<file path="src/rtl/mario_pkg.sv">
// Shared definitions for the bitmap generator datapath.
// Holds the owner encoding used to tag ROM reads in flight, the default
// sprite/tile ROM geometry, and the owner pipeline slot type.
package mario_pkg;

  // Owner tag carried alongside each ROM read so the returned word can be
  // routed to the requester that issued it.
  localparam logic OWN_BG  = 1'b0;
  localparam logic OWN_SPR = 1'b1;

  // Default sprite/tile ROM geometry, reused by bitmap_gen.
  localparam int ROM_AW = 12;
  localparam int ROM_DW = 8;

  // One slot of the owner pipeline: whether a read is in flight and for whom.
  typedef struct packed {
    logic valid;
    logic owner;
  } owner_slot_t;

endpackage

</file>
<file path="src/rtl/rom_arbiter_wait_counter.sv">
// wait_counter: per-requester aging counter for the ROM arbiter.
// Counts consecutive cycles a requester has been refused and flags when the
// count reaches MAX_WAIT so the arbiter can force that requester to win.
//
// Ports:
//   i_clk      system clock
//   i_reset    asynchronous, active-low reset
//   i_req      requester is asking for the ROM this cycle
//   i_ack      requester was granted this cycle
//   o_at_max   refusal count has reached MAX_WAIT
module wait_counter
  import mario_pkg::*;
#(
  parameter int MAX_WAIT = 4
) (
  input  logic i_clk,
  input  logic i_reset,
  input  logic i_req,
  input  logic i_ack,
  output logic o_at_max
);

  localparam int CW = $clog2(MAX_WAIT + 1);
  localparam logic [CW-1:0] MAX_CNT = CW'(MAX_WAIT);

  logic [CW-1:0] r_count;

  // A grant or a withdrawn request starts the aging over; a refused request
  // ages by one and saturates so the forced win stays pending until served.
  always_ff @(posedge i_clk or negedge i_reset) begin
    if (!i_reset) begin
      r_count <= '0;
    end else if (!i_req || i_ack) begin
      r_count <= '0;
    end else if (r_count != MAX_CNT) begin
      r_count <= r_count + 1'b1;
    end
  end

  assign o_at_max = (r_count == MAX_CNT);

endmodule

</file>
<file path="src/rtl/rom_arbiter.sv">
// rom_arbiter: shares one synchronous single-port sprite/tile ROM between the
// background tile fetcher and the sprite fetcher. At most one read is issued
// per cycle; each returned word is routed back to the requester that issued
// it. Active video favours the background path, blanking favours sprites, and
// an aging counter per requester bounds how long the loser can be refused.
//
// Ports:
//   i_clk                      system clock
//   i_reset                    asynchronous, active-low reset
//   i_video_on                 high during the visible area
//   i_bg_req / i_bg_addr       background fetch request and address
//   o_bg_ack                   background request accepted this cycle
//   o_bg_valid / o_bg_data     one-cycle pulse with the returned word
//   i_spr_req ... o_spr_data   same set for the sprite fetcher
//   o_rom_en / o_rom_addr      ROM read enable and address
//   i_rom_data                 ROM output, valid one cycle after o_rom_en
module rom_arbiter
  import mario_pkg::*;
#(
  parameter int AW       = ROM_AW,
  parameter int DW       = ROM_DW,
  parameter int MAX_WAIT = 4
) (
  input  logic          i_clk,
  input  logic          i_reset,
  input  logic          i_video_on,
  input  logic          i_bg_req,
  input  logic [AW-1:0] i_bg_addr,
  output logic          o_bg_ack,
  output logic          o_bg_valid,
  output logic [DW-1:0] o_bg_data,
  input  logic          i_spr_req,
  input  logic [AW-1:0] i_spr_addr,
  output logic          o_spr_ack,
  output logic          o_spr_valid,
  output logic [DW-1:0] o_spr_data,
  output logic          o_rom_en,
  output logic [AW-1:0] o_rom_addr,
  input  logic [DW-1:0] i_rom_data
);

  logic          w_bgAtMax;
  logic          w_sprAtMax;
  logic          w_bgWins;
  logic          w_sprWins;
  logic          w_romEn;
  owner_slot_t   r_stage1;
  owner_slot_t   r_stage2;
  logic [DW-1:0] r_bgData;
  logic [DW-1:0] r_sprData;

  wait_counter #(.MAX_WAIT(MAX_WAIT)) u_bgWait (
    .i_clk    (i_clk),
    .i_reset  (i_reset),
    .i_req    (i_bg_req),
    .i_ack    (w_bgWins),
    .o_at_max (w_bgAtMax)
  );

  wait_counter #(.MAX_WAIT(MAX_WAIT)) u_sprWait (
    .i_clk    (i_clk),
    .i_reset  (i_reset),
    .i_req    (i_spr_req),
    .i_ack    (w_sprWins),
    .o_at_max (w_sprAtMax)
  );

  // Winner selection. Grants are suppressed while reset is held so no read
  // can be issued into a pipeline that is being cleared. An aged-out loser
  // only overrides the video-based priority when it alone has aged out.
  always_comb begin
    w_bgWins  = 1'b0;
    w_sprWins = 1'b0;
    if (i_reset) begin
      if (i_bg_req && !i_spr_req) begin
        w_bgWins = 1'b1;
      end else if (i_spr_req && !i_bg_req) begin
        w_sprWins = 1'b1;
      end else if (i_bg_req && i_spr_req) begin
        if (w_bgAtMax && !w_sprAtMax) begin
          w_bgWins = 1'b1;
        end else if (w_sprAtMax && !w_bgAtMax) begin
          w_sprWins = 1'b1;
        end else if (i_video_on) begin
          w_bgWins = 1'b1;
        end else begin
          w_sprWins = 1'b1;
        end
      end
    end
  end

  assign w_romEn    = w_bgWins | w_sprWins;
  assign o_bg_ack   = w_bgWins;
  assign o_spr_ack  = w_sprWins;
  assign o_rom_en   = w_romEn;
  assign o_rom_addr = w_bgWins  ? i_bg_addr  :
                      w_sprWins ? i_spr_addr : '0;

  // Owner pipeline. Stage 1 lines up with the cycle the ROM drives its word;
  // stage 2 lines up with the cycle the captured word is presented as valid.
  always_ff @(posedge i_clk or negedge i_reset) begin
    if (!i_reset) begin
      r_stage1 <= '0;
      r_stage2 <= '0;
    end else begin
      r_stage1.valid <= w_romEn;
      r_stage1.owner <= w_sprWins ? OWN_SPR : OWN_BG;
      r_stage2       <= r_stage1;
    end
  end

  // Only the owner's data register loads; the other keeps its last word.
  always_ff @(posedge i_clk or negedge i_reset) begin
    if (!i_reset) begin
      r_bgData  <= '0;
      r_sprData <= '0;
    end else if (r_stage1.valid) begin
      if (r_stage1.owner == OWN_SPR) begin
        r_sprData <= i_rom_data;
      end else begin
        r_bgData <= i_rom_data;
      end
    end
  end

  assign o_bg_valid  = r_stage2.valid && (r_stage2.owner == OWN_BG);
  assign o_spr_valid = r_stage2.valid && (r_stage2.owner == OWN_SPR);
  assign o_bg_data   = r_bgData;
  assign o_spr_data  = r_sprData;

endmodule

</file>
<file path="config.mk">
export PLATFORM = sky130hd
export DESIGN_NAME = rom_arbiter
export DESIGN_NICKNAME = d
export VERILOG_FILES = /design/src/rtl/mario_pkg.sv /design/src/rtl/rom_arbiter_wait_counter.sv /design/src/rtl/rom_arbiter.sv
export SDC_FILE = /design/constraint.sdc
export NUM_CORES = 1
export LEC_CHECK = 0
export ABC_AREA = 0
export CAP_MARGIN = 20
export CORE_ASPECT_RATIO = 0.7
export CORE_MARGIN = 10
export CORE_UTILIZATION = 23
export DETAILED_ROUTE_END_ITERATION = 10
export GPL_TIMING_DRIVEN = 0
export SETUP_SLACK_MARGIN = 0.3
export SLEW_MARGIN = 20
export SYNTH_ARGS = -nofsm -noshare
export SYNTH_HDL_FRONTEND = slang
export SYNTH_HIERARCHICAL = 1
export SYNTH_SLANG_ARGS = --single-unit
</file>
<file path="constraint.sdc">
create_clock -name i_clk -period 1.81 [get_ports i_clk]
set_input_delay 0.362 -clock i_clk [delete_from_list [all_inputs] [get_ports i_clk]]
set_output_delay 0.362 -clock i_clk [all_outputs]
set_load 0.005 [all_outputs]
</file>
# [After elaboration in Yosys (flattened, before gate mapping)]
# Index checks and enable logic that the tools add are counted.
[totals] n_memories=0 regBits=26 ram_bits=0 rom_bits=0 latch_bits=0 inputBits=37
[classes] div_mod_pow=0 eq_ne=4 n_bitwise=3 order_cmp=0 multipliers=0 n_addsub=2 n_shift=0 reduce_logical=17 mux=21
[ops] cell="12-bit 2-to-1 mux" count=2
[ops] cell="1-bit 2-to-1 mux" count=15
[ops] cell="3-bit 2-to-1 mux" count=4
[ops] cell="1-bit logical AND" count=7
[ops] cell="3-bit by 1-bit adder with 3-bit output, second input constant" count=2
[ops] cell="3-bit == test, second input constant" count=2
[ops] cell="3-bit != test, second input constant" count=2
[ops] cell="1-bit logical NOT" count=4
[ops] cell="2-bit AND reduction" count=2
[ops] cell="2-bit nonzero test" count=2
[ops] cell="1-bit logical OR" count=2
[ops] cell="1-bit inverter" count=2
[ops] cell="1-bit OR" count=1

# [Logic depth before layout (Yosys ltp)]
[logic_depth] ltp_word=11 mapped_depth=8 mapped_depth_nobuf=7

# [Modules after synthesis]
# The synthesis kept the hierarchy.
[by_module_without_submodules] module="rom_arbiter" cells_per_inst=64 area_per_inst_um2=914.6 n_inst=1
[by_module_without_submodules] module="wait_counter" cells_per_inst=18 area_per_inst_um2=182.7 n_inst=2

# [Worst setup path before layout]
# No wires, ideal clock.
[synth_path] path_type="register to output" startpoint="register u_sprWait.r_count[0]" endpoint="output port o_rom_addr[10]" path_slack_ps=-102 stages_incl_launch_ff=8 n_path_buf=1 t_arrival_ps=1550 cell_sequence="dfrtp_1 -> inv_1 -> ha_1 -> and2_2 -> nand2b_1 -> o2111a_2 -> buf_6 -> a22o_1"
[synth_via] elab_chain_len=10 word_cells_on_any_way=18 classes_between="1 x eq/ne; 14 x mux; 3 x reduce/logical"
[synth_lines] element="from (decl)" line="rom_arbiter_wait_counter.sv:26" source="logic [CW-1:0] r_count;"
[synth_lines] element="from (signal assigned)" line="rom_arbiter_wait_counter.sv:36" source="r_count <= r_count + 1'b1;"
[synth_lines] element="3-bit == test (*)" line="rom_arbiter_wait_counter.sv:40" source="assign o_at_max = (r_count == MAX_CNT);"
[synth_lines] element="named net w_sprAtMax" line="rom_arbiter.sv:43" source="logic w_sprAtMax;"
[synth_lines] element="1-bit logical AND or 1-bit logical NOT (tied branches)" line="rom_arbiter.sv:82, rom_arbiter.sv:80"
[synth_lines] element="1-bit 2-to-1 mux or 1-bit logical AND (tied branches)" line="rom_arbiter.sv:82, rom_arbiter.sv:80"
[synth_lines] element="1-bit 2-to-1 mux (*)" line="rom_arbiter.sv:80" source="if (w_bgAtMax && !w_sprAtMax) begin"
[synth_lines] element="1-bit 2-to-1 mux (*)" line="rom_arbiter.sv:79" source="end else if (i_bg_req && i_spr_req) begin"
[synth_lines] element="1-bit 2-to-1 mux (*)" line="rom_arbiter.sv:77" source="end else if (i_spr_req && !i_bg_req) begin"
[synth_lines] element="1-bit 2-to-1 mux (*)" line="rom_arbiter.sv:75" source="if (i_bg_req && !i_spr_req) begin"
[synth_lines] element="1-bit 2-to-1 mux (*)" line="rom_arbiter.sv:74" source="if (i_reset) begin"
[synth_lines] element="named net o_spr_ack" line="rom_arbiter.sv:34" source="output logic o_spr_ack,"
[synth_lines] element="12-bit 2-to-1 mux (*)" line="rom_arbiter.sv:98" source="w_sprWins ? i_spr_addr : '0;"
[synth_lines] element="12-bit 2-to-1 mux (*)" line="rom_arbiter.sv:97" source="assign o_rom_addr = w_bgWins ? i_bg_addr :"
[synth_lines] element="to (decl)" line="rom_arbiter.sv:38" source="output logic [AW-1:0] o_rom_addr,"
# The timed path passes the listed nets; every way through them passes the cells marked *.

# [Final worst setup path]
[layout_path] startpoint="register u_bgWait.r_count[0]" endpoint="output port o_rom_addr[1]"
[layout_via] elab_chain_len=11 word_cells_on_any_way=18 classes_between="1 x eq/ne; 14 x mux; 3 x reduce/logical"
[layout_lines] element="from (decl)" line="rom_arbiter_wait_counter.sv:26"
[layout_lines] element="from (signal assigned)" line="rom_arbiter_wait_counter.sv:36"
[layout_lines] element="3-bit == test (*)" line="rom_arbiter_wait_counter.sv:40"
[layout_lines] element="named net w_bgAtMax" line="rom_arbiter.sv:42" source="logic w_bgAtMax;"
[layout_lines] element="1-bit logical NOT" line="rom_arbiter.sv:82" source="end else if (w_sprAtMax && !w_bgAtMax) begin"
[layout_lines] element="1-bit logical AND" line="rom_arbiter.sv:82"
[layout_lines] element="1-bit 2-to-1 mux" line="rom_arbiter.sv:82"
[layout_lines] element="1-bit 2-to-1 mux" line="rom_arbiter.sv:80"
[layout_lines] element="1-bit 2-to-1 mux" line="rom_arbiter.sv:79"
[layout_lines] element="1-bit 2-to-1 mux" line="rom_arbiter.sv:77"
[layout_lines] element="1-bit 2-to-1 mux" line="rom_arbiter.sv:75"
[layout_lines] element="1-bit 2-to-1 mux" line="rom_arbiter.sv:74"
[layout_lines] element="12-bit 2-to-1 mux" line="rom_arbiter.sv:98"
[layout_lines] element="12-bit 2-to-1 mux (*)" line="rom_arbiter.sv:97"
# Marks and branches as above.

==> reports/results.txt <==
Status = complete, but fails checks
Failing checks = setup timing
Crit path kind = flop to output port
Max cap viols = 0
Pwr Density = 677 mW/mm^2
Starting Density = 24.1%
Cells after Synth = 100
Fin crit share = 126%
Post-route DRC = 0
First-pass GRT wire length = 6880 um
Fraction of layout cells with a size suffix above 1 = 47.5%
WL met3 = 124 um
Critical Path AT = 1.92 ns
Htree depth = 1
Setup_tns = -6.78 ns
Routed metal-1 wirelength = 1780 um
Syn_nets = 141
Rel. slew slack = 75.7%
Area contributors post-synth = dfrtp_1 (51%), mux2_2 (14%), a22o_1 (6.2%)
Initial antenna violation count = 0
# port buffers = 69
Crit. End Element = output port
Critical-path maximum fanout = 4
Post-synth top area share = 50.8%
Post-synthesis cell type count = 24
Met2 WL = 2660 um
Chip width = 109 um
Worst-margin pin slew = 0.364 ns
Final setup fails = 20
Fin cells = 272
GP Congestion = 0.798
Fill count = 442
HP Class = input port to async pin
Routed vias/inst = 4.40
Core ar. = 0.00531 mm^2
Placed Instance Area = 0.00209 mm^2
Largest net degree at the start of global routing = 27
CTS tree = yes
Synthesized flop and latch total = 26
DR iter-0 viols = 52
Maximum buffer depth of the clock tree = 2
Row Count = 22
Cell Count Post-Placement = 241
Synthesis Warnings = 6
Sink Count = 26
Die Y = 82.4 um
Avg Cell Area, Syn = 12.8 um^2
Leakage power = 1.23 nW
Synthesis-to-layout area growth = 94.2%
Total gr overflow = 0
Synth area leader = dfrtp_1
Root Buffer = clkbuf_8
Post-synthesis sequential area ratio = 50.8%
N_diodes = 0
RSZ-0062 raised after global routing = yes
Mapped cell area = 0.00128 mm^2
Post-route minimum period = 2.28 ns
Final #Nets = 242
I/O Pins = 70
Final WL = 4630 um
Final instance area = 0.00249 mm^2
Startpoint Class = flop
DRT Pass-1 Iters = 4
GRT Util Overall = 9.63%
Via count = 1,198
Post-detail-place hpwl = 3350 um
Data required, critical path = 1.45 ns
Setup WS post-layout = -0.470 ns
Slew Viols, Final = 0
Final Hold Viols = 0
Reg clk slew, reported paths = 0.08 ns
Clk_lat worst skew = 0.26 ns
Max Freq = 439 MHz
Die Area = 0.00900 mm^2
TritonCTS buffer count = 3
Maximum VDD drop = 0.000368 V
ANT nets after route = 0
DR WL/cell = 17.0 um
Vias in the first global route = 1,284
Clock Skew = 0.00105 ns
Top routing layer used = met4
## per-stage QoR
step / hold slack, ns / worst slack [ns] / utilization (%) / power (W)
CTS: 0.00782 / -0.427 / 43.9 / 0.00170
floorplan: 0.0664 / -0.0241 / - / 0.000923
finish: 0.0115 / -0.470 / 46.8 / 0.00168
global placement: 0.383 / -1.54 / 39.4 / 0.00125
detailed placement: 0.388 / -0.825 / 39.3 / 0.00128
global route: 0.00379 / -0.555 / 46.8 / 0.00180
## cells by family after synthesis
logic type / share of synthesized area, %
compound gates: 17.1
fa+ha+maj: 3.91
buf+inv: 3.32
flops: 50.8
mux: 14.1
simple gates: 10.8
## per-layer routing
layer | vias to the layer above | track usage, %
met5 | - | 0
met4 | 0 | 2.49
met3 | 4 | 2.17
met2 | 16 | 18.0
met1 | 614 | 10.9
li1 | 564 | -
## placed cells by master (no fill, tap or decap)
cell	Yosys	layout
dlygate4sd2_1	0	5
buf_8	0	1
and2_4	0	2
buf_6	2	23
clkdlybuf4s50_1	0	33
a21o_2	2	2
a21oi_2	0	4
nor3_4	0	1
clkdlybuf4s15_2	0	1
buf_2	1	11
a31oi_4	1	1
nor2_1	3	3
nor3_2	2	1
o21a_1	1	1
nand3_1	5	5
nor2b_1	2	2
ha_1	4	2
o21bai_4	0	1
o2111a_2	1	1
and3b_1	2	2
mux2_2	16	16
dfrtp_1	26	26
inv_2	0	4
nand2_1	3	2
and2_1	1	1
buf_4	0	10
a21bo_2	2	2
buf_12	0	1
a22o_1	9	9
a22o_4	0	3
nand2b_4	0	3
nand2_2	0	1
dlymetal6s2s_1	0	14
clkbuf_8	0	4
ha_4	0	2
## cell usage after synthesis (all sizes together)
cell type	count
a21bo	2
a21o	2
a21oi	4
a22o	12
a31oi	1
and2	3
and3b	2
buf	3
dfrtp	26
ha	4
inv	4
mux2	16
nand2	3
nand2b	3
nand3	5
nor2	3
nor2b	2
nor3	2
o2111a	1
o21a	1
o21bai	1
## flip-flops by register name, summed over array words and instances (netlist names)
signal and flops:
u_sprWait/r_count 3, o_bg_data 8, r_stage2 2, o_spr_data 8
r_stage1 2, u_bgWait/r_count 3
## power breakdown
| part | internal, W | switching, W |
|---|---|---|
| Clock | 0.000194 | 0.000162 |
| Sequential | 0.000672 | 0.0000460 |
| Combinational | 0.000396 | 0.000214 |
| Total | 0.00126 | 0.000423 |
## cell type report
class                           instances  area [um^2]  area share (%)
Timing Repair Buffer                   96          957            38.5
Tap cell                               72         90.1            3.62
Sequential cell                        26          651            26.2
Multi-Input combinational cell         67          691            27.8
Clock buffer                            4         55.1            2.21
Inverter                                4         15.0           0.604
Buffer                                  3         27.5            1.11
## path summary, 6_finish.rpt
kind | startpoint | depth (start not counted) | endpoint | slack (ns)
setup / recovery | u_bgWait/r_count[0]$_DFFE_PN0P_ | 9 | o_rom_addr[1] | -0.47
max in group asynchronous | i_reset | 2 | u_bgWait/r_count[0]$_DFFE_PN0P_ | 1.66
setup reg to reg | u_bgWait/r_count[0]$_DFFE_PN0P_ | 13 | u_bgWait/r_count[2]$_DFFE_PN0P_ | -0.30
min in group i_clk | i_reset | 2 | r_stage1[1]$_DFF_PN0_ | 0.37
hold / removal | i_reset | 2 | o_bg_data[1]$_DFFE_PN0P_ | 0.01
hold reg to reg | r_stage1[1]$_DFF_PN0_ | 0 | r_stage2[1]$_DFF_PN0_ | 0.41
## worst max-delay path, stage by stage (launching register included)
cell	delay, ns
dfrtp_1	0.37
inv_2	0.05
ha_4	0.16
and2_4	0.18
o21bai_4	0.15
a31oi_4	0.13
buf_4	0.16
buf_6	0.10
a22o_4	0.24
buf_6	0.11
## timing repair
| item | 4_1_cts | 5_1_grt |
|---|---|---|
| buffers inserted | 16 | 8 |
| hold endpoints to repair | 26 | 0 |
| hold buffers | 1 | 0 |
| endpoints found under the setup margin | 26 | 35 |
| resized for setup | 100 | 25 |
| pin swaps | 13 | 5 |
| gates cloned | 2 | 0 |
Power figures use the tool's default switching activity.
